<file path="src/rtl/ovl_time_stim_gen.sv">
// Stimulus generator for the OVL time-window checker: a request becomes a start_event
// pulse followed by a hold level of exactly num_cks cycles, with selectable new-start policy.
module ovl_time_stim_gen #(
  parameter int num_cks             = 1,
  parameter int action_on_new_start = 0,
  parameter int CNT_W               = 8,
  parameter int DROP_W              = 8
) (
  input  logic              clk,
  input  logic              reset_n,
  input  logic              start_req,
  input  logic              hold_kill,
  output logic              start_event,
  output logic              hold,
  output logic              busy,
  output logic [CNT_W-1:0]  remaining,
  output logic              done,
  output logic              new_start_err,
  output logic [DROP_W-1:0] drop_cnt
);

  typedef enum logic [1:0] {
    ST_IDLE   = 2'd0,
    ST_ARM    = 2'd1,
    ST_ACTIVE = 2'd2
  } state_t;

  localparam logic [CNT_W-1:0]  LOAD_VAL   = CNT_W'(num_cks);
  localparam logic [CNT_W-1:0]  RELOAD_VAL = CNT_W'(num_cks + 1);
  localparam logic [CNT_W-1:0]  CNT_ONE    = CNT_W'(1);
  localparam logic [CNT_W-1:0]  CNT_ZERO   = {CNT_W{1'b0}};
  localparam logic [DROP_W-1:0] DROP_ONE   = DROP_W'(1);
  localparam logic [DROP_W-1:0] DROP_MAX   = {DROP_W{1'b1}};
  localparam logic              POL_IGNORE = (action_on_new_start == 0);
  localparam logic              POL_RESET  = (action_on_new_start == 1);
  localparam logic              POL_ERROR  = (action_on_new_start == 2);

  // Illegal parameterisations are rejected at elaboration.
  if ((num_cks < 1) || (num_cks > (2 ** CNT_W) - 2)) begin : g_bad_num_cks
    $error("ovl_error_t: num_cks=%0d outside 1..%0d", num_cks, (2 ** CNT_W) - 2);
  end
  if ((action_on_new_start < 0) || (action_on_new_start > 2)) begin : g_bad_action
    $error("ovl_error_t: action_on_new_start=%0d outside 0..2", action_on_new_start);
  end

  state_t              r_state;
  logic                r_start_event;
  logic                r_hold;
  logic                r_busy;
  logic [CNT_W-1:0]    r_remaining;
  logic                r_done;
  logic                r_new_start_err;
  logic [DROP_W-1:0]   r_drop_cnt;

  state_t              w_state_nxt;
  logic                w_start_event_nxt;
  logic                w_hold_nxt;
  logic                w_busy_nxt;
  logic [CNT_W-1:0]    w_remaining_nxt;
  logic                w_done_nxt;
  logic                w_new_start_err_nxt;
  logic [DROP_W-1:0]   w_drop_cnt_nxt;
  logic                w_new_start;

  assign w_new_start = start_req & (r_state != ST_IDLE);

  // Next-state and next-output decode for the window sequencer.
  always_comb begin
    w_state_nxt         = r_state;
    w_start_event_nxt   = 1'b0;
    w_hold_nxt          = r_hold;
    w_remaining_nxt     = r_remaining;
    w_done_nxt          = 1'b0;
    w_new_start_err_nxt = 1'b0;
    w_drop_cnt_nxt      = r_drop_cnt;

    case (r_state)
      ST_IDLE: begin
        w_hold_nxt      = 1'b0;
        w_remaining_nxt = CNT_ZERO;
        if (start_req) begin
          w_start_event_nxt = 1'b1;
          w_state_nxt       = ST_ARM;
        end else begin
          w_state_nxt = ST_IDLE;
        end
      end
      ST_ARM: begin
        // A restart while armed re-emits the pulse and defers loading by a cycle.
        if (start_req && POL_RESET) begin
          w_start_event_nxt = 1'b1;
          w_state_nxt       = ST_ARM;
        end else begin
          w_hold_nxt      = 1'b1;
          w_remaining_nxt = LOAD_VAL;
          w_state_nxt     = ST_ACTIVE;
        end
      end
      ST_ACTIVE: begin
        if (start_req && POL_RESET) begin
          w_start_event_nxt = 1'b1;
          w_hold_nxt        = 1'b1;
          w_remaining_nxt   = RELOAD_VAL;
          w_state_nxt       = ST_ACTIVE;
        end else if (r_remaining == CNT_ONE) begin
          w_hold_nxt      = 1'b0;
          w_remaining_nxt = CNT_ZERO;
          w_done_nxt      = 1'b1;
          w_state_nxt     = ST_IDLE;
        end else begin
          w_remaining_nxt = r_remaining - CNT_ONE;
          w_state_nxt     = ST_ACTIVE;
        end
      end
      default: begin
        w_hold_nxt      = 1'b0;
        w_remaining_nxt = CNT_ZERO;
        w_state_nxt     = ST_IDLE;
      end
    endcase

    if (w_new_start && POL_IGNORE) begin
      if (r_drop_cnt != DROP_MAX) begin
        w_drop_cnt_nxt = r_drop_cnt + DROP_ONE;
      end else begin
        w_drop_cnt_nxt = r_drop_cnt;
      end
    end else begin
      w_drop_cnt_nxt = r_drop_cnt;
    end

    if (w_new_start && POL_ERROR) begin
      w_new_start_err_nxt = 1'b1;
    end else begin
      w_new_start_err_nxt = 1'b0;
    end

    w_busy_nxt = (w_state_nxt != ST_IDLE);
  end

  // State and output registers; reset abandons any open window without a done pulse.
  always_ff @(posedge clk or negedge reset_n) begin
    if (!reset_n) begin
      r_state         <= ST_IDLE;
      r_start_event   <= 1'b0;
      r_hold          <= 1'b0;
      r_busy          <= 1'b0;
      r_remaining     <= CNT_ZERO;
      r_done          <= 1'b0;
      r_new_start_err <= 1'b0;
      r_drop_cnt      <= {DROP_W{1'b0}};
    end else begin
      r_state         <= w_state_nxt;
      r_start_event   <= w_start_event_nxt;
      r_hold          <= w_hold_nxt;
      r_busy          <= w_busy_nxt;
      r_remaining     <= w_remaining_nxt;
      r_done          <= w_done_nxt;
      r_new_start_err <= w_new_start_err_nxt;
      r_drop_cnt      <= w_drop_cnt_nxt;
    end
  end

  assign start_event   = r_start_event;
  assign hold          = r_hold & ~hold_kill;
  assign busy          = r_busy;
  assign remaining     = r_remaining;
  assign done          = r_done;
  assign new_start_err = r_new_start_err;
  assign drop_cnt      = r_drop_cnt;

endmodule

</file>
<file path="config.mk">
export PLATFORM = sky130hd
export DESIGN_NAME = ovl_time_stim_gen
export DESIGN_NICKNAME = d
export VERILOG_FILES = /design/src/rtl/ovl_time_stim_gen.sv
export SDC_FILE = /design/constraint.sdc
export NUM_CORES = 1
export LEC_CHECK = 0
export ABC_AREA = 1
export BUFFER_PORTS_ARGS = -buffer_cell sky130_fd_sc_hd__buf_2
export CAP_MARGIN = 20
export CORE_MARGIN = 2
export CORE_UTILIZATION = 53
export DETAILED_ROUTE_END_ITERATION = 8
export HOLD_SLACK_MARGIN = 0.03
export PLACE_DENSITY = 0.76
export SYNTH_ARGS = -nofsm -noshare
export SYNTH_HDL_FRONTEND = slang
export SYNTH_SLANG_ARGS = --single-unit
</file>
<file path="constraint.sdc">
create_clock -name clk -period 1.8 [get_ports clk]
set_clock_uncertainty 0.15 [all_clocks]
set_input_delay 0.36 -clock clk [delete_from_list [all_inputs] [get_ports clk]]
set_output_delay 0.36 -clock clk [all_outputs]
set_load 0.02 [all_outputs]
</file>
# After elaboration in Yosys (flattened, before gate mapping)
# Index checks and enable logic that the tools add are counted.
# W data, S select, Z words.
totals:
  input_bits: 4
  latchBits: 0
  elab_cells: 32
  ff_bits: 22
  mem_count: 0
  ramBits: 0
  out_inout_bits: 21
  rom_bits: 0
classes:
  mux: 11
  n_bitwise: 3
  add_sub_neg: 2
  div_mod_pow: 0
  shift: 0
  n_reduce_logical: 4
  mul: 0
  magnitude_cmp: 0
  eq_ne: 5
op_table:
  columns: ["operator", "n"]
  rows:
  - ["$pmux W8 S2", 1]
  - ["$add A8 B1 Y8 const B", 1]
  - ["$eq A8 B1 Y1 const B", 1]
  - ["$mux W8", 1]
  - ["$ne A8 B8 Y1 const B", 1]
  - ["$sub A8 B1 Y8 const B", 1]
  - ["$mux W1", 6]
  - ["$pmux W2 S3", 1]
  - ["$reduce_bool A2 Y1", 2]
  - ["$and A1 B1 Y1", 2]
  - ["$eq A2 B1 Y1 const B", 1]
  - ["$eq A2 B2 Y1 const B", 1]
  - ["$logic_not A2 Y1", 1]
  - ["$mux W2", 1]
  - ["$ne A2 B2 Y1 const B", 1]
  - ["$pmux W1 S2", 1]
  - ["$reduce_and A2 Y1", 1]
  - ["$not A1 Y1", 1]

# Longest topological paths before layout
# Gate-level depths: netlist of run 1.
depth:
  depth_word: 4
  ltp_mapped: 8
  depth_no_buf: 8

# Worst setup path after synthesis of run 1
# No wires, ideal clock.
synth_timing:
  kind: "reg-to-reg"
  start: "register r_drop_cnt[1], in the netlist drop_cnt[1]"
  end: "register r_drop_cnt[5], in the netlist drop_cnt[5]"
  slack_ns: 0.336
  synth_period_minus_slack_ns: 1.464
  arrival_ns: 1.198
  n_path_buf: 0
  setup_time_ns: 0.117
  required_time_ns: 1.533
  path_stages_with_launch: 9
  path_cell_list: "dfrtp_1 -> ha_1 -> inv_1 -> nor2_2 -> nand2_2 -> nand2_8 -> inv_4 -> nand2_1 -> nand2_1"
synth_via:
  elab_chain_len: 2
synth_rtl:
  columns: ["item", "line_no", "text"]
  rows:
  - ["start: declaration", "53", "logic [DROP_W-1:0] r_drop_cnt;"]
  - ["start signal: assignment", "151", "r_drop_cnt <= {DROP_W{1'b0}};"]
  - ["start signal: assignment", "160", "r_drop_cnt <= w_drop_cnt_nxt;"]
  - ["parallel branches: the longest is 2 deep, another holds $add A8 B1 Y8", null, null]
# Several ways; the timed one is not identified.
# A chain may end at the register's enable or synchronous reset.

# Final worst setup path of run 1
layout_timing:
  start: "register r_state[0]"
  end: "register r_drop_cnt[0], in the netlist drop_cnt[0]"
layout_via:
  elab_chain_len: 3
layout_rtl:
  columns: ["item", "line_no", "text"]
  rows:
  - ["start: declaration", "46", "state_t r_state;"]
  - ["start signal: assignment", "153", "r_state <= w_state_nxt;"]
  - ["$reduce_bool A2 Y1", "65", "assign w_new_start = start_req & (r_state != ST_IDLE);"]
  - ["$and A1 B1 Y1", "65", null]
  - ["$reduce_and A2 Y1 (no line)", null, null]
# No other way between the ends.

==> results of run 1 <==
registers in the layout, indices dropped and copies added (netlist names):
signal and count:
drop_cnt 8, r_state 2, r_hold 1, remaining 8
done 1, busy 1, start_event 1
worst max-delay path: stages, from the launching register on:
cell and delay, ns:
sky130_fd_sc_hd__dfrtp_1 0.41, sky130_fd_sc_hd__inv_1 0.09, sky130_fd_sc_hd__ha_1 0.22, sky130_fd_sc_hd__nor2_2 0.26
sky130_fd_sc_hd__nand2_8 0.11, sky130_fd_sc_hd__xor2_2 0.15
final cells by class:
class / instances / area, um^2
sequential: 22 / 550.5
timing repair buffer: 24 / 125.1
tap: 28 / 35.03
multi-input combinational: 103 / 556.8
fill: 200 / 794.5
clock buffer: 3 / 22.52
inverter: 22 / 85.08
cells by family (layout without fill, tap and decap cells):
kind of cell	Yosys count	after routing	synth area share
buf+inv	23	49	0.07717
xor+xnor	7	7	0.05735
flops	22	22	0.4588
fa+ha+maj	7	7	0.07299
simple gates	81	81	0.2993
compound gates	7	7	0.03129
other cells	1	1	0.003125
routing by layer:
metal | part of all wire | vias to the layer above | routed length, um | GRT usage
met4 | 0.0065 | 0 | 14 | 0.05263
met2 | 0.49 | 20 | 1059 | 0.3269
met3 | 0.038 | 2 | 82 | 0.02586
met5 | 0 | - | 0 | 0
met1 | 0.46 | 441 | 999 | 0.2299
li1 | - | 497 | - | -
how the worst min path moves through the flow:
stage | start | endpoint | slack (ns) | depth (start not counted)
after floorplan | reset_n | busy | -0.09 | 0
after detailed placement | reset_n | drop_cnt[3] | 0.20 | 1
after global routing | start_req | start_event | 0.16 | 3
after global placement | reset_n | drop_cnt[3] | 0.20 | 1
after CTS | start_req | start_event | 0.14 | 3
final | start_req | start_event | 0.14 | 3
power breakdown:
| part | total (mW) | internal (mW) | switching, mW |
|---|---|---|---|
| clock | 0.212 | 0.0777 | 0.134 |
| sequential | 0.826 | 0.654 | 0.172 |
| combinational | 1.17 | 0.429 | 0.742 |
synth_stat cells:
master / instances / area [um^2]
sky130_fd_sc_hd__xor2_1: 2 / 17.52
sky130_fd_sc_hd__inv_1: 21 / 78.83
sky130_fd_sc_hd__conb_1: 1 / 3.750
sky130_fd_sc_hd__xnor2_1: 4 / 35.03
sky130_fd_sc_hd__o21ai_0: 2 / 10.01
sky130_fd_sc_hd__xor2_2: 1 / 16.27
sky130_fd_sc_hd__nor2_1: 18 / 67.56
sky130_fd_sc_hd__nand3_1: 10 / 50.05
sky130_fd_sc_hd__nand4_1: 1 / 6.260
sky130_fd_sc_hd__buf_4: 1 / 7.510
sky130_fd_sc_hd__dfrtp_1: 22 / 550.5
sky130_fd_sc_hd__inv_4: 1 / 6.260
sky130_fd_sc_hd__ha_1: 7 / 87.58
sky130_fd_sc_hd__nand2_8: 1 / 20.02
sky130_fd_sc_hd__o21ai_1: 2 / 10.01
sky130_fd_sc_hd__nor2_2: 4 / 25.02
sky130_fd_sc_hd__a21oi_1: 2 / 10.01
sky130_fd_sc_hd__o21bai_1: 1 / 7.510
sky130_fd_sc_hd__nand3_2: 1 / 10.01
sky130_fd_sc_hd__nand2_2: 3 / 18.77
sky130_fd_sc_hd__nand2_1: 43 / 161.4
per-stage QoR:
| step | utilization | area, um^2 | hold WS (ns) | power, mW |
|---|---|---|---|---|
| 2_1_floorplan | - | 1200 | -0.08559 | 1.705 |
| 3_3_place_gp | 0.6188 | 1343 | 0.1963 | 1.960 |
| 3_5_place_dp | 0.6188 | 1343 | 0.1996 | 2.013 |
| 4_1_cts | 0.6338 | 1375 | 0.1399 | 2.230 |
| 5_1_grt | 0.6338 | 1375 | 0.1573 | 2.429 |
| 6_report | 0.6338 | 1375 | 0.1401 | 2.208 |
==> results, run 1 <==
- The endpoint arrival time on the critical path is about 1.5 ns.
- In the finished design, the share of the clock period the worst path needs comes to 0.8271.
- From bottom edge to top edge, the die measures between 50 and 60 um.
- The quantity of gates resized following cts is 0.
- The final critical-path setup slack is ~0.31 ns.
- The count of synthesis-stage warnings from yosys is 0.
- The area overhead of the layout relative to synthesis is 14.60%.
- The count of routing violations after the opening detailed-route iteration is 19.
- The top cell types in the final layout, fill and taps aside, are 43 x sky130_fd_sc_hd__nand2_1, 23 x sky130_fd_sc_hd__buf_2, 22 x sky130_fd_sc_hd__dfrtp_1, 21 x sky130_fd_sc_hd__inv_1, 18 x sky130_fd_sc_hd__nor2_1.
- The number of routed nets with antenna violations is 0.
- Clock tree synthesis inserted a total of 3 buffers.
- Counting flops and latches in the post-synthesis netlist gives 22.
- Global routing finished with a remaining overflow of 0.
- Setup repair after global routing left no endpoint under its margin.
- The endpoint identified for the worst register-to-register timing path is drop_cnt[0].
- The count of max-cap constraint violations is 0.
- The number of rows created at floorplan is 17.
- The final-report max-slew violation count is 0.
- The CTS tree is done.
- The total die area is ~2700 um^2.
- VDD sags by at most ~970 uV.
- Using the TritonRoute via totals, the vias-per-cell ratio works out to roughly 4.8.
- The final layout net count is 187.
- The first global-routing pass estimated 3.657 mm of wire.
- The floorplan step defined a core boundary enclosing between 2000 and 2500 um^2.
- The number of setup buffers added after CTS is 0.
- Before antenna repair, the detailed router went through 4 iterations.
- Setup slack on the worst reg-to-reg path comes out at around 0.31 ns.
- The kind of capture point of the worst setup path is a flip-flop.
- The via count of the first global-routing pass came to roughly 910.
- In the final layout, the share of cells above drive strength 1 is 0.2126.
- The count of hold-fix buffers inserted at cts is 1.
- The post-placement worst setup slack is 0.3177 ns.
- 25 I/O pins were placed.
- The most common cell after layout, fill and taps aside is sky130_fd_sc_hd__nand2_1.
- The launching element type of the critical path is a flip-flop.
- At the end of routability-driven placement, the weighted congestion stood at 0.7633.
- The required arrival time at the worst endpoint is 1.84 ns.
- The path type of the worst setup path is flip-flop to flip-flop.
- After detailed placement, the design holds a cell count of just under 200.
- The flow ran to the end, and the final reports show no timing, DRC or antenna violations.
- For this run, design rule violations remaining after detail routing come to 0.
- The count of cells along the worst register-to-register path is 5.
- The final critical path time including I/O delays and setup is around 1.5 ns.
- Entering global routing, the biggest net connects 23 pins.
- The share of the Yosys chip area taken by registers is 0.4588.
- The worst reg2reg path startpoint is r_state[0].
- The number of port buffers is 23.
- The total negative setup slack is 0 ns.
- For this run, the total global-route usage over all layers was measured as 0.1832.
- In this run the worst setup path terminates at drop_cnt[0].
- After legalization and detailed placement, the total HPWL measured roughly 1.7 mm.
- The largest fanout on the critical path is 9.
- The highest attainable clock frequency is ~670 MHz.
- The insertion delay to the later sink of the worst-skew pair is approximately 0.29 ns.
- The final layout contains routed wiring with a total length of 2.156 mm.
- The clock transition at the register clock pins on the worst setup and hold paths after CTS is 0.11 ns.
- The die is ~52 um wide.
- The root buffer selected by CTS is sky130_fd_sc_hd__clkbuf_4.
- The effective utilization at floorplan is 0.5531.
- The number of nets in the synthesized netlist is 159.
- The number of antenna violations at the first check in global routing came to 0.
- The final hold violation count was 0.
- The maximum buffer depth of the clock tree is 2.
- The number of antenna diodes in the final layout is 0.
- Each instance of the synthesized netlist takes up on average between 8 and 9 um^2.
- In the final routed layout, each cell accounts on average for approximately 11 um.
- The reported leakage power is about 0.77 nW.
- In this run the power density over the cells is around 1600 nW/um^2.
- The path category of the worst min-delay check is primary input to flip-flop.
- The routed layout has 960 vias.
- The post-synthesis instance area is 1200 um^2.
- Setup violations remaining at the end of the flow were counted as 0.
- The number of H-tree levels is 1.
- The count of cells in the finished layout, fillers not included, comes to about 200.
- Counting distinct cell types in the post-synthesis netlist gives 21.
- In the synthesized netlist, the number of instances is roughly 150.
- Tracing the worst setup path back leads to its startpoint at r_state[0].
- The clock drives 22 sinks.
Power figures use the tool's default switching activity.
==> run 2, diff against run 1 <==
==> constraint.sdc (replaced) <==
create_clock -name clk -period 1.5 [get_ports clk]
set_clock_uncertainty 0.15 [all_clocks]
set_input_delay 0.3 -clock clk [delete_from_list [all_inputs] [get_ports clk]]
set_output_delay 0.3 -clock clk [all_outputs]
set_load 0.02 [all_outputs]
==> results, run 2 (synthesis gave the netlist of run 1 again) <==
- The run finished with clean final reports.
- The highest attainable clock frequency is ~690 MHz.
- In this run the number of H-tree levels came out at 1.
- The cell area after layout is between 1000 and 1500 um^2.
- From bottom edge to top edge, the die measures just over 50 um.
- The origin of the worst min-delay path is start_req.
- The CTS tree is done.
- The portion of the clock cycle consumed by the worst path in the final layout is 0.9618.
- The worst-case vdd ir drop is approximately 1400 uV.
- The final weighted congestion in routability-driven placement is between 0.7 and 0.8.
- After clock tree synthesis, the clock-pin slew on the worst setup and hold paths is 0.12 ns.
- The insertion delay to the later sink of the worst-skew pair is around 0.3 ns.
- Max-cap violations in this run came to 0.
- The number of routed nets with antenna violations is 0.
- Of the cells placed in the final design, the portion with a size suffix greater than 1 is 0.2360.
- STA classifies the critical path startpoint as a flip-flop.
- The initial utilization of the core area, before any placement, comes to 0.5531.
- The largest fanout on the critical path is 4.
- For hold timing, the worst endpoint is start_event.
- The final hold violation count came to 0.
- In this run the worst hold path is classified as primary input to flip-flop.
- The number of top-level design ports is 25.
- The most common cell after layout, fill and taps aside is sky130_fd_sc_hd__nand2_1.
- The final-report max-slew violation count was 0.
- The horizontal die dimension is between 50 and 60 um.
- Once placement finished, the instance area stood at about 1400 um^2.
- STA puts the critical path data required time at around 1.1 ns.
- Entering global routing, the biggest net connects 23 pins.
- Across all register-to-register paths, the minimum setup slack is ~0.10 ns.
- The number of antenna violations at the first check in global routing is 0.
- Relative to the synthesized area, the layout overhead comes to 18.67%.
- The total die area is between 2000 and 3000 um^2.
- 0 antenna diodes ended up in the layout.
- The count of routing violations after the opening detailed-route iteration is 12.
- The pre-antenna-repair detailed-routing pass consisted of 4 iterations.
- The via count of the first global-routing pass is about 900.
- The total grt overflow is 0.
- In the routed design, unresolved DRC markers number 0.
- Along the worst hold path, the cell count comes to 3.
- The root buffer selected by CTS is sky130_fd_sc_hd__clkbuf_4.
- The CTS sink count is 22.
- The startpoint identified for the worst register-to-register timing path is drop_cnt[0].
- During placement, the flow inserted port buffers numbering 23.
- At the end of the flow the core is filled with cells to 0.6563.
- The final critical path time including I/O delays and setup is 1.443 ns.
- The detailed-placement wirelength estimate is 1.636 mm.
- In the global route stage, overall resource usage came out at 0.1817.
- The critical register-to-register path endpoint is drop_cnt[3].
- In this run the standard cell core region covers about 2200 um^2.
- The floorplan has 17 rows.
- Dividing the detail-routed wire length by the instance count gives a little over 10 um.
- The library cells used most frequently in the layout, excluding fill and tap cells, are 43 x sky130_fd_sc_hd__nand2_1, 22 x sky130_fd_sc_hd__buf_2, 21 x sky130_fd_sc_hd__inv_1, 21 x sky130_fd_sc_hd__dfrtp_1, 18 x sky130_fd_sc_hd__nor2_1.
- Power spread over the standard cell area amounts to roughly 2000 nW/um^2.
- After detailed routing, the total wire length is between 2 and 2.5 mm.
- The total setup violations reported at the end of the flow is 0.
- The first global-routing pass estimated approximately 3.6 mm of wire.
- The maximum buffer depth of the clock tree is 2.
- The path type of the worst setup path is flip-flop to output port.
- The detailed-route via count is 976.
- The final layout net count is between 150 and 200.
- The average via count per standard cell is between 4 and 5.
- The reported leakage power is between 0.7 and 0.8 nW.
- Measured in cells, the most critical reg-to-reg path has a length of 8.
- The clock buffer count from CTS is 3.
- The worst setup path is captured at an output port.
- The endpoint arrival time on the critical path is about 1 ns.
run 2: worst max path at each step:
stage | start | endpoint | cells after the start
floorplan | drop_cnt[1] | drop_cnt[5] | 8
global placement | r_state[1] | drop_cnt[0] | 5
detailed placement | r_state[1] | drop_cnt[0] | 5
CTS | r_state[1] | drop_cnt[0] | 5
global route | drop_cnt[0] | drop_cnt[4] | 8
finish | drop_cnt[1] | drop_cnt[1] | 2
run 2: layout make-up:
| type | count | area (um^2) |
|---|---|---|
| repair buffers | 27 | 153.9 |
| well taps | 28 | 35.03 |
| fillers | 197 | 745.7 |
| multi-input cells | 103 | 561.8 |
| clock buffers | 4 | 36.28 |
| flip-flops and latches | 22 | 551.8 |
| inverters | 22 | 85.08 |
run 2: metal layers:
layer	wire [um]	vias to the layer above	global-route usage
met2	1012	24	0.3226
li1	-	509	-
met5	0	-	0
met3	106	4	0.03448
met4	24	0	0.07895
met1	957	439	0.2124
run 2: what timing repair did:
item / 4_1_cts / 5_1_grt
hold buffers: 1 / 0
resized for setup: 0 / 4
endpoints found under the setup margin: 0 / 9
setup buffers: 0 / 0
endpoints found under the hold margin: 22 / 0
run 2: worst max-delay path, stage by stage, from the launching register on:
cell,delay [ns]
sky130_fd_sc_hd__dfrtp_1,0.40
sky130_fd_sc_hd__buf_4,0.14
sky130_fd_sc_hd__buf_2,0.15
run 2: report_power, final:
| part | internal, mW | leakage (nW) | switching [mW] | total [mW] |
|---|---|---|---|---|
| logic | 0.582 | 0.486 | 0.932 | 1.51 |
| clock network | 0.148 | 0.0210 | 0.173 | 0.321 |
| registers | 0.787 | 0.291 | 0.176 | 0.964 |
run 2: stage by stage:
stage	TNS, ns	power (mW)	setup WS [ns]	cells	hold slack, ns
2_1_floorplan	0	2.046	0.03564	148	-0.1456
3_3_place_gp	0	2.408	0.1063	201	0.1423
3_5_place_dp	0	2.474	0.04185	201	0.1458
4_1_cts	0	2.799	0.01648	206	0.06421
5_1_grt	-0.0006801	3.088	-0.0006801	206	0.06415
6_report	0	2.799	0.05733	206	0.06861
